File: src/rtl/fp_div_seq.sv
// Iterative IEEE-754 single-precision divider: radix-2 restoring quotient loop, round-to-nearest-even, FTZ.
// Optional FPU_DIV_EARLY_OUT_EN: special-case operands skip the quotient loop and complete in one cycle.
module fp_div_seq (
    input  logic        clk,
    input  logic        rst,
    input  logic        in_valid,
    output logic        in_ready,
    input  logic [31:0] data1,
    input  logic [31:0] data2,
    output logic        out_valid,
    input  logic        out_ready,
    output logic [31:0] result,
    output logic        overflow,
    output logic        underflow,
    output logic        div_by_zero,
    output logic        invalid
);
    localparam int unsigned M_W   = 24;
    localparam int unsigned Q_W   = 26;
    localparam int unsigned T_W   = Q_W + 1;
    localparam int unsigned E_W   = 10;
    localparam int unsigned ITERS = 26;
    localparam int unsigned CNT_W = 5;
    localparam logic [31:0] QNAN  = 32'h7FC0_0000;

    typedef enum logic [1:0] {IDLE, CALC, ROUND, DONE} state_t;
    state_t state;

    logic                  sign_q;
    logic                  sp_hit_q;
    logic                  sp_inv_q;
    logic                  sp_dbz_q;
    logic [31:0]           sp_res_q;
    logic [M_W-1:0]        dvs_q;
    logic [Q_W-1:0]        rem_q;
    logic [Q_W-1:0]        q_q;
    logic signed [E_W-1:0] exp_q;
    logic [CNT_W-1:0]      cnt_q;

    assign in_ready = (state == IDLE) && !rst;

    // Operand classification and special-case result, priority NaN/invalid > div-by-zero > inf > zero
    logic [7:0]  e1, e2;
    logic [22:0] m1, m2;
    logic        sign_in, a_zero, a_inf, a_nan, b_zero, b_inf, b_nan;
    logic        sp_hit, sp_inv, sp_dbz;
    logic [31:0] sp_res;
    always_comb begin
        e1      = data1[30:23];
        e2      = data2[30:23];
        m1      = data1[22:0];
        m2      = data2[22:0];
        sign_in = data1[31] ^ data2[31];
        a_zero  = (e1 == 8'd0);
        b_zero  = (e2 == 8'd0);
        a_inf   = (e1 == 8'hFF) && (m1 == 23'd0);
        b_inf   = (e2 == 8'hFF) && (m2 == 23'd0);
        a_nan   = (e1 == 8'hFF) && (m1 != 23'd0);
        b_nan   = (e2 == 8'hFF) && (m2 != 23'd0);
        sp_hit  = 1'b1;
        sp_inv  = 1'b0;
        sp_dbz  = 1'b0;
        sp_res  = {sign_in, 31'd0};
        if (a_nan || b_nan || (a_zero && b_zero) || (a_inf && b_inf)) begin
            sp_res = QNAN;
            sp_inv = 1'b1;
        end else if (b_zero && !a_inf) begin
            sp_res = {sign_in, 8'hFF, 23'd0};
            sp_dbz = 1'b1;
        end else if (a_inf) begin
            sp_res = {sign_in, 8'hFF, 23'd0};
        end else if (a_zero || b_inf) begin
            sp_res = {sign_in, 31'd0};
        end else begin
            sp_hit = 1'b0;
        end
    end

    // One restoring step: compare before shifting, so the first step yields the 2^0 quotient bit
    logic [T_W-1:0] trial;
    logic           no_borrow;
    logic [Q_W-1:0] rem_next;
    always_comb begin
        trial     = {1'b0, rem_q} - T_W'(dvs_q);
        no_borrow = ~trial[Q_W];
        rem_next  = no_borrow ? trial[Q_W-1:0] : rem_q;
    end

    // Normalise, round to nearest-even, then range-check the final exponent
    logic [22:0]           frac;
    logic                  guard, sticky, inc;
    logic [23:0]           frac_sum;
    logic signed [E_W-1:0] e_n, e_r;
    logic [31:0]           rnd_res;
    logic                  rnd_ovf, rnd_unf;
    always_comb begin
        if (q_q[Q_W-1]) begin
            frac   = q_q[Q_W-2:2];
            guard  = q_q[1];
            sticky = q_q[0] | (|rem_q);
            e_n    = exp_q;
        end else begin
            frac   = q_q[Q_W-3:1];
            guard  = q_q[0];
            sticky = |rem_q;
            e_n    = exp_q - E_W'(1);
        end
        inc      = guard & (sticky | frac[0]);
        frac_sum = {1'b0, frac} + 24'(inc);
        e_r      = e_n + E_W'(frac_sum[23]);
        rnd_ovf  = 1'b0;
        rnd_unf  = 1'b0;
        if (e_r >= 10'sd255) begin
            rnd_res = {sign_q, 8'hFF, 23'd0};
            rnd_ovf = 1'b1;
        end else if (e_r <= 10'sd0) begin
            rnd_res = {sign_q, 31'd0};
            rnd_unf = 1'b1;
        end else begin
            rnd_res = {sign_q, e_r[7:0], frac_sum[22:0]};
        end
    end

    always_ff @(posedge clk) begin
        if (rst) begin
            state       <= IDLE;
            out_valid   <= 1'b0;
            result      <= 32'd0;
            overflow    <= 1'b0;
            underflow   <= 1'b0;
            div_by_zero <= 1'b0;
            invalid     <= 1'b0;
            cnt_q       <= '0;
        end else begin
            case (state)
                IDLE: begin
                    if (in_valid) begin
                        sign_q   <= sign_in;
                        sp_hit_q <= sp_hit;
                        sp_inv_q <= sp_inv;
                        sp_dbz_q <= sp_dbz;
                        sp_res_q <= sp_res;
                        rem_q    <= Q_W'({1'b1, m1});
                        dvs_q    <= {1'b1, m2};
                        q_q      <= '0;
                        exp_q    <= E_W'(e1) - E_W'(e2) + E_W'(127);
                        cnt_q    <= '0;
`ifdef FPU_DIV_EARLY_OUT_EN
                        if (sp_hit) begin
                            result      <= sp_res;
                            overflow    <= 1'b0;
                            underflow   <= 1'b0;
                            div_by_zero <= sp_dbz;
                            invalid     <= sp_inv;
                            out_valid   <= 1'b1;
                            state       <= DONE;
                        end else begin
                            state <= CALC;
                        end
`else
                        state <= CALC;
`endif
                    end
                end
                CALC: begin
                    rem_q <= rem_next << 1;
                    q_q   <= {q_q[Q_W-2:0], no_borrow};
                    cnt_q <= cnt_q + CNT_W'(1);
                    if (cnt_q == CNT_W'(ITERS - 1)) state <= ROUND;
                end
                ROUND: begin
                    result      <= sp_hit_q ? sp_res_q : rnd_res;
                    overflow    <= !sp_hit_q && rnd_ovf;
                    underflow   <= !sp_hit_q && rnd_unf;
                    div_by_zero <= sp_hit_q && sp_dbz_q;
                    invalid     <= sp_hit_q && sp_inv_q;
                    out_valid   <= 1'b1;
                    state       <= DONE;
                end
                DONE: begin
                    if (out_ready) begin
                        out_valid <= 1'b0;
                        state     <= IDLE;
                    end
                end
                default: state <= IDLE;
            endcase
        end
    end
endmodule

File: config.mk
export PLATFORM = sky130hd
export DESIGN_NAME = fp_div_seq
export DESIGN_NICKNAME = d
export VERILOG_FILES = /design/src/rtl/fp_div_seq.sv
export SDC_FILE = /design/constraint.sdc
export NUM_CORES = 1
export LEC_CHECK = 0
export CAP_MARGIN = 20
export CORE_MARGIN = 2
export CORE_UTILIZATION = 57
export CTS_CLUSTER_SIZE = 12
export DETAILED_ROUTE_END_ITERATION = 6
export PLACE_DENSITY = 0.82
export SLEW_MARGIN = 20
export SYNTH_ARGS = -nofsm -noshare
export SYNTH_HDL_FRONTEND = slang
export SYNTH_SLANG_ARGS = --single-unit
export TNS_END_PERCENT = 10
File: constraint.sdc
create_clock -name clk -period 4.8 [get_ports clk]
set_clock_uncertainty 0.1 [all_clocks]
set_input_delay 0.96 -clock clk [delete_from_list [all_inputs] [get_ports clk]]
set_output_delay 0.96 -clock clk [all_outputs]
set_load 0.1 [all_outputs]
==> results.py, run 1 <==
metrics = {
    "outcome": {
        "status": "complete, no violations",
    },
    "worst_hold_path": {
        "whs_path_depth": 1,
        "min_to": "result[14]$_SDFFE_PP0P_",
        "hp-class": "register to register",
        "hold_path_startpoint": "result[14]$_SDFFE_PP0P_",
    },
    "cells_and_area": {
        "multi_input_area_um2": 4610,
        "fin_cells": 1203,
        "area_delta_synth_final_pct": 22.3,
        "diodes": 0,
        "drive_gt1_share_pct": 7.26,
        "final_nets": 1118,
        "n_fill_cell": 1076,
        "ff_latch_area_um2": 3640,
        "utilization_pct": 71.9,
    },
    "detailed_routing": {
        "drcViolationCount": 0,
        "via_per_inst": 5.87,
        "drt_iter0_drc": 472,
        "wirelength_um": 19400,
        "antenna_left": 0,
        "routedWlPerCell_um": 16.2,
        "route.vias.total": 7058,
        "first_pass_iters": 6,
    },
    "yosys": {
        "synthFlopType": "edfxtp_1",
        "netlist_area_um2": 8570,
        "synth_edf_count": 92,
        "synth_fa_ha_area_share_pct": 6.60,
        "synth_cell_type_count": 69,
        "synthMuxAreaShare_pct": 4.03,
        "netlist_instances": 894,
        "synth-simple-area-share_pct": 20.1,
        "avgSynthCellArea_um2": 9.59,
        "synthArstFlopShare_pct": 0,
        "synth_compound_area_share_pct": 15.5,
        "synthesis.nets": 1006,
        "ys_warn_count": 0,
        "synth-xor-area-share_pct": 7.26,
        "synth_seq_cells": 136,
        "synth_top_family_by_area": "simple AND/OR/NAND/NOR gates",
        "ys_seq_area_share_pct": 42.5,
    },
    "floorplanning": {
        "io_pins": 106,
        "fp-row-count": 44,
        "die-area_um2": 16000,
        "die_h_um": 127,
        "coreArea_um2": 14600,
        "die_w_um": 127,
        "initial_core_util_pct": 58.7,
    },
    "pwr": {
        "power_mw": 5.66,
        "p_leak_nw": 3.93,
        "p_clk_share_pct": 23.7,
        "power_density_nw_per_um2": 540,
        "sequentialPowerShare_pct": 32.9,
        "p_int_mw": 3.38,
        "p_comb_share_pct": 43.4,
        "p_switching_mw": 2.28,
        "max-vdd-ir-drop_v": 0.000343,
        "swShare_pct": 40.2,
    },
    "timing": {
        "hold_viol_final": 0,
        "period_share_pct": 93.3,
        "fmax_mhz": 223,
        "finalMaxSlewViolations": 0,
        "slew_headroom_pct": 32.8,
        "finalSetupViolations": 0,
        "hold_slack_ns": 0.379,
        "period_needed_ns": 4.48,
        "worst_pin_slew_ns": 1.01,
    },
    "setup_path": {
        "r2r_cells": 17,
        "cp-start-kind": "register",
        "reg2reg_slack_ns": 0.32,
        "criticalPathCategory": "register to register",
        "rr_startpoint": "q_q[25]$_SDFFCE_PN0P_",
        "end_kind": "register",
        "slowest_delay_ns": 0.52,
        "critPathArrivalTime_ns": 4.75,
        "worst_path_max_delay_cell": "or4b_4",
        "r2r_end": "result[1]$_SDFFE_PP0P_",
        "crit_top_cell": "ha_1",
        "worst_ep_required_time_ns": 5.07,
        "crit_chain": "buf_2 > buf_4 > nand2_1 > a21oi_1 > and2_1 > nand3_1 > nor2_1 > nor4bb_1 > ha_1 > ha_1 > or4b_4 > o311a_1 > a32oi_1 > nor4_2 > nor4b_4 > buf_6 > a22o_1",
        "worstSetupStartpoint": "q_q[25]$_SDFFCE_PN0P_",
        "crit_fanout": 23,
    },
    "clock_tree": {
        "cts_buffers": 17,
        "clock_latency_ns": 0.43,
        "clock-sinks": 136,
        "path_clk_slew_ns": 0.06,
        "cts-root-buf": "clkbuf_16",
        "clock_path_buffers": 2,
        "cts_tree": "yes",
        "htreeDepth": 4,
    },
    "placement": {
        "dp_hpwl_um": 13900,
        "io_buffers": 105,
        "placed_cells": 1165,
        "gp_congestion": 0.903,
    },
    "global_route": {
        "grt_antenna_before_repair": 0,
        "grt.total_usage_pct": 24.6,
        "grt_max_degree": 72,
        "grt_overflow": 0,
        "grt_pass1_wl_um": 31800,
        "grt_pass1_vias": 6606,
    },
    "run": {
        "maxCapViolations": 0,
    },
}
layer usage:
metal	routed length, um	share of wire [%]	track usage, %
met2	9270	48	39.9
met5	0	0	0
met1	8760	45	33.1
met4	406	2.1	8.08
met3	1010	5.2	4.98
critical path, delay by kind of cell, from the launching register on:
kind                       cells  cell delay (ns)
and+or+nand+nor                8             1.74
DFF                            1             0.47
AOI/OAI and AO/OA              4             1.04
buffers and inverters          3             0.59
adders and majority gates      2             0.46
flip-flops by register name (all words and copies together), names as in the netlist, 2 cells and up:
| name | count |
|---|---|
| cnt_q | 5 |
| result | 32 |
| exp_q | 10 |
| q_q | 26 |
| rem_q | 26 |
| dvs_q | 23 |
| sp_res_q | 3 |
| state | 2 |
worst max-delay path by stage:
stage	to	cells after the start
floorplan	result[0]$_SDFFE_PP0P_	19
global placement	result[1]$_SDFFE_PP0P_	15
detailed placement	result[1]$_SDFFE_PP0P_	14
CTS	result[1]$_SDFFE_PP0P_	15
global route	result[6]$_SDFFE_PP0P_	17
finish	result[1]$_SDFFE_PP0P_	17
cell families after synthesis:
family                     after synthesis
AOI/OAI and AO/OA                      203
xor gates and xnor gates                71
adders and majority gates               44
buffers and inverters                   86
DFF                                    136
muxes                                   34
and+or+nand+nor                        320
final cells by class:
class	instances	share of cell area (%)
Clock buffer	21	4.81
Clock inverter	11	1.00
Inverter	56	2.00
Multi-Input combinational cell	672	43.9
Sequential cell	136	34.7
Tap cell	184	2.20
Timing Repair Buffer	123	11.3
power by group through the flow:
stage,combinational [mW],clock (mW),sequential (mW)
2_1_floorplan,1.63,0,2.05
3_3_place_gp,2.34,0,1.88
3_5_place_dp,2.38,0,1.88
4_1_cts,2.42,1.35,1.86
5_1_grt,2.70,1.41,1.90
6_report,2.46,1.34,1.86
synthesized netlist by cell type, types with 5 or more instances:
cell      instances  share of area (%)
a211oi_1         13                1.1
a21boi_0          6               0.53
a21o_1            9               0.79
a21oi_1          65                3.8
a22o_1           22                2.2
a31oi_1          12               0.88
and2_1           29                2.1
and3_1            6               0.44
clkbuf_1         21               0.92
dfxtp_1          44                 10
edfxtp_1         92                 32
ha_1             42                6.1
inv_1            56                2.5
mux2i_1          30                3.5
nand2_1          56                2.5
nand2b_1         18                1.3
nand3_1          21                1.2
nand4_1          12               0.88
nor2_1           78                3.4
nor2b_1          24                1.8
nor3_1           14               0.82
nor4_1           20                1.5
o211ai_1          9               0.79
o21a_1            6               0.53
o21ai_0          24                1.4
o21ai_1           7               0.41
or2_2             8               0.58
or3_1             5               0.36
xnor2_1          40                4.1
xor2_1           31                3.2
what timing repair did:
item,CTS,global route
gates resized for setup,0,2
hold buffers,0,0
endpoints found under the setup margin,0,30
setup buffers,0,6
through the flow:
step	TNS, ns	instance area (um^2)	worst slack [ns]
2_1_floorplan	0	8570	0.367
3_3_place_gp	0	9830	0.351
3_5_place_dp	0	9830	0.278
4_1_cts	0	10400	0.187
5_1_grt	-0.00327	10500	-0.00327
6_report	0	10500	0.320
cells in the final DEF, fill, tap and decap left out, types with 28 or more instances in the layout:
master,count
a21oi_1,65
and2_1,28
clkdlybuf4s50_1,104
dfxtp_1,44
edfxtp_1,92
ha_1,41
inv_1,56
mux2i_1,30
nand2_1,56
nor2_1,77
xnor2_1,40
xor2_1,31
Power figures use the tool's default switching activity.
==> run 2: changes to the inputs <==
--- a/config.mk
+++ b/config.mk
@@ -5,6 +5,7 @@
 export SDC_FILE = /design/constraint.sdc
 export NUM_CORES = 1
 export LEC_CHECK = 0
+export ABC_CLOCK_PERIOD_IN_PS = 4800
 export CAP_MARGIN = 20
 export CORE_MARGIN = 2
 export CORE_UTILIZATION = 57
==> results of run 2 <==
No change in the layout: final DEF, timing and power equal those of run 1.
==> run 3: changes to the inputs <==
--- a/config.mk
+++ b/config.mk
@@ -9,9 +9,9 @@
 export CAP_MARGIN = 20
 export CORE_MARGIN = 2
 export CORE_UTILIZATION = 57
-export CTS_CLUSTER_SIZE = 12
+export CTS_CLUSTER_SIZE = 30
 export DETAILED_ROUTE_END_ITERATION = 6
-export PLACE_DENSITY = 0.82
+export PLACE_DENSITY = 0.9
 export SLEW_MARGIN = 20
 export SYNTH_ARGS = -nofsm -noshare
 export SYNTH_HDL_FRONTEND = slang
==> results.py, run 3 (synthesized netlist as in run 1, its figures left out) <==
metrics = {
    "outcome": {
        "status": "complete, no violations",
    },
    "cells_and_area": {
        "mostFrequentLayoutCell": "clkdlybuf4s50_1",
        "area_delta_synth_final_pct": 22.4,
        "largest_register": "result",
        "fin_cells": 1195,
        "layout_common_cells": "clkdlybuf4s50_1, edfxtp_1, nor2_1",
        "diodes": 0,
        "final_nets": 1111,
        "drive_gt1_share_pct": 6.82,
        "reg.largest.list": "result x32, q_q x26, rem_q x26",
        "largest_reg_flops": 32,
    },
    "setup_path": {
        "crit_fanout": 23,
        "end_kind": "register",
        "slowest_delay_ns": 0.53,
        "critPathBufInv": 2,
        "crit_top_cell": "ha_1",
        "cp-start-kind": "register",
        "critical_path.top_delay_family": "simple AND/OR/NAND/NOR gates",
        "crit_chain": "buf_12 > nor2b_1 > o2111ai_1 > nor2b_2 > nand3_1 > nor2_1 > nor4bb_1 > ha_1 > ha_1 > or4b_4 > o311a_1 > a32oi_1 > nor4_2 > nor4b_4 > buf_6 > a22o_1",
        "worst_path_max_delay_cell": "or4b_4",
        "critPathArrivalTime_ns": 4.76,
        "worst_ep_required_time_ns": 5.08,
        "criticalPathCategory": "register to register",
    },
    "detailed_routing": {
        "via_per_inst": 6.01,
        "drcViolationCount": 0,
        "route.vias.total": 7179,
        "drt_iter0_drc": 517,
        "first_pass_iters": 5,
        "antenna_left": 0,
        "routedWlPerCell_um": 17.0,
        "wirelength_um": 20400,
    },
    "timing": {
        "finalMaxSlewViolations": 0,
        "timing.setup.tns_ns": 0,
        "fmax_mhz": 223,
        "finalSetupViolations": 0,
        "period_share_pct": 93.5,
        "worst_pin_slew_ns": 0.982,
        "slew_headroom_pct": 34.4,
        "setup_ws_ns": 0.314,
        "hold_viol_final": 0,
        "period_needed_ns": 4.49,
        "rsz0062_at_grt": "no",
    },
    "pwr": {
        "p_leak_nw": 3.92,
        "max-vdd-ir-drop_v": 0.000300,
        "power_density_nw_per_um2": 546,
    },
    "clock_tree": {
        "htreeDepth": 4,
        "clock_latency_ns": 0.43,
        "path_clk_slew_ns": 0.06,
        "hold_buffers": 0,
        "clock-sinks": 136,
        "cts-root-buf": "clkbuf_16",
        "cts_tree": "yes",
        "cts_buffers": 17,
        "clock_path_buffers": 2,
    },
    "floorplanning": {
        "initial_core_util_pct": 58.7,
        "io_pins": 106,
        "die_h_um": 127,
        "die-area_um2": 16000,
        "fp-row-count": 44,
        "coreArea_um2": 14600,
        "die_w_um": 127,
    },
    "placement": {
        "placed_cells": 1163,
        "dp_hpwl_um": 14500,
        "io_buffers": 105,
        "gp_congestion": 0.914,
        "place_ws_ns": 0.0940,
    },
    "global_route": {
        "grt_pass1_vias": 7084,
        "grt.total_usage_pct": 25.7,
        "grt_overflow": 0,
        "grt_max_degree": 53,
        "grt_antenna_before_repair": 0,
        "grt_pass1_wl_um": 33500,
    },
    "run": {
        "maxCapViolations": 0,
    },
    "worst_hold_path": {
        "hp-class": "register to register",
    },
}
## run 3: layout make-up
class / count / area [um^2]
sequential: 136 / 3640
tap: 184 / 230
fill: 1019 / 4100
clock inverter: 7 / 68.8
multi-input combinational: 672 / 4620
clock buffer: 24 / 568
inverter: 56 / 210
timing repair buffer: 116 / 1150
## run 3: worst paths after layout
check,start,end,slack [ns],cells past startpoint
setup / recovery,q_q[25]$_SDFFCE_PN0P_,result[17]$_SDFFE_PP0P_,0.31,16
hold / removal,div_by_zero$_SDFFE_PP0P_,div_by_zero$_SDFFE_PP0P_,0.37,2
hold reg to reg,div_by_zero$_SDFFE_PP0P_,div_by_zero$_SDFFE_PP0P_,0.37,2
setup reg to reg,q_q[25]$_SDFFCE_PN0P_,result[17]$_SDFFE_PP0P_,0.31,16
## run 3: through the flow
stage               power (mW)  hold slack (ns)  util, %  instance area (um^2)
detailed placement        4.28            0.360     67.2                  9810
CTS                       5.69            0.370     71.6                 10400
floorplan                 3.68            0.379        -                  8570
global placement          4.19            0.359     67.2                  9810
global route              6.04            0.393     71.9                 10500
finish                    5.72            0.368     71.9                 10500
## run 3: metal layers
metal / GRT usage [%] / part of all wire [%] / wire length (um) / up-vias
met4: 13.0 / 3.6 / 728 / 0
met3: 4.81 / 4.7 / 963 / 53
met1: 30.6 / 41 / 8410 / 3401
met5: 0 / 0 / 0 / -
li1: - / - / - / 3478
met2: 44.6 / 50 / 10300 / 247
## run 3: what timing repair did
item	4_1_cts	5_1_grt
gates resized for setup	0	5
endpoints found under the setup margin	0	31
setup buffers	0	1
## run 3: worst register-to-register path, stage by stage, from the launching register on
cell and delay (ns):
edfxtp_1 0.46, buf_12 0.19, nor2b_1 0.20, o2111ai_1 0.28
nor2b_2 0.23, nand3_1 0.13, nor2_1 0.21, nor4bb_1 0.26
ha_1 0.24, ha_1 0.21, or4b_4 0.53, o311a_1 0.35
a32oi_1 0.26, nor4_2 0.12, nor4b_4 0.28, buf_6 0.23
a22o_1 0.16
## run 3: power by group
| part | leakage (nW) | internal [mW] | total (mW) | switching (mW) |
|---|---|---|---|---|
| combinational | 2.38 | 0.935 | 2.47 | 1.53 |
| clock | 0.319 | 0.880 | 1.39 | 0.508 |
| sequential | 1.22 | 1.63 | 1.87 | 0.238 |
| total | 3.92 | 3.45 | 5.72 | 2.28 |
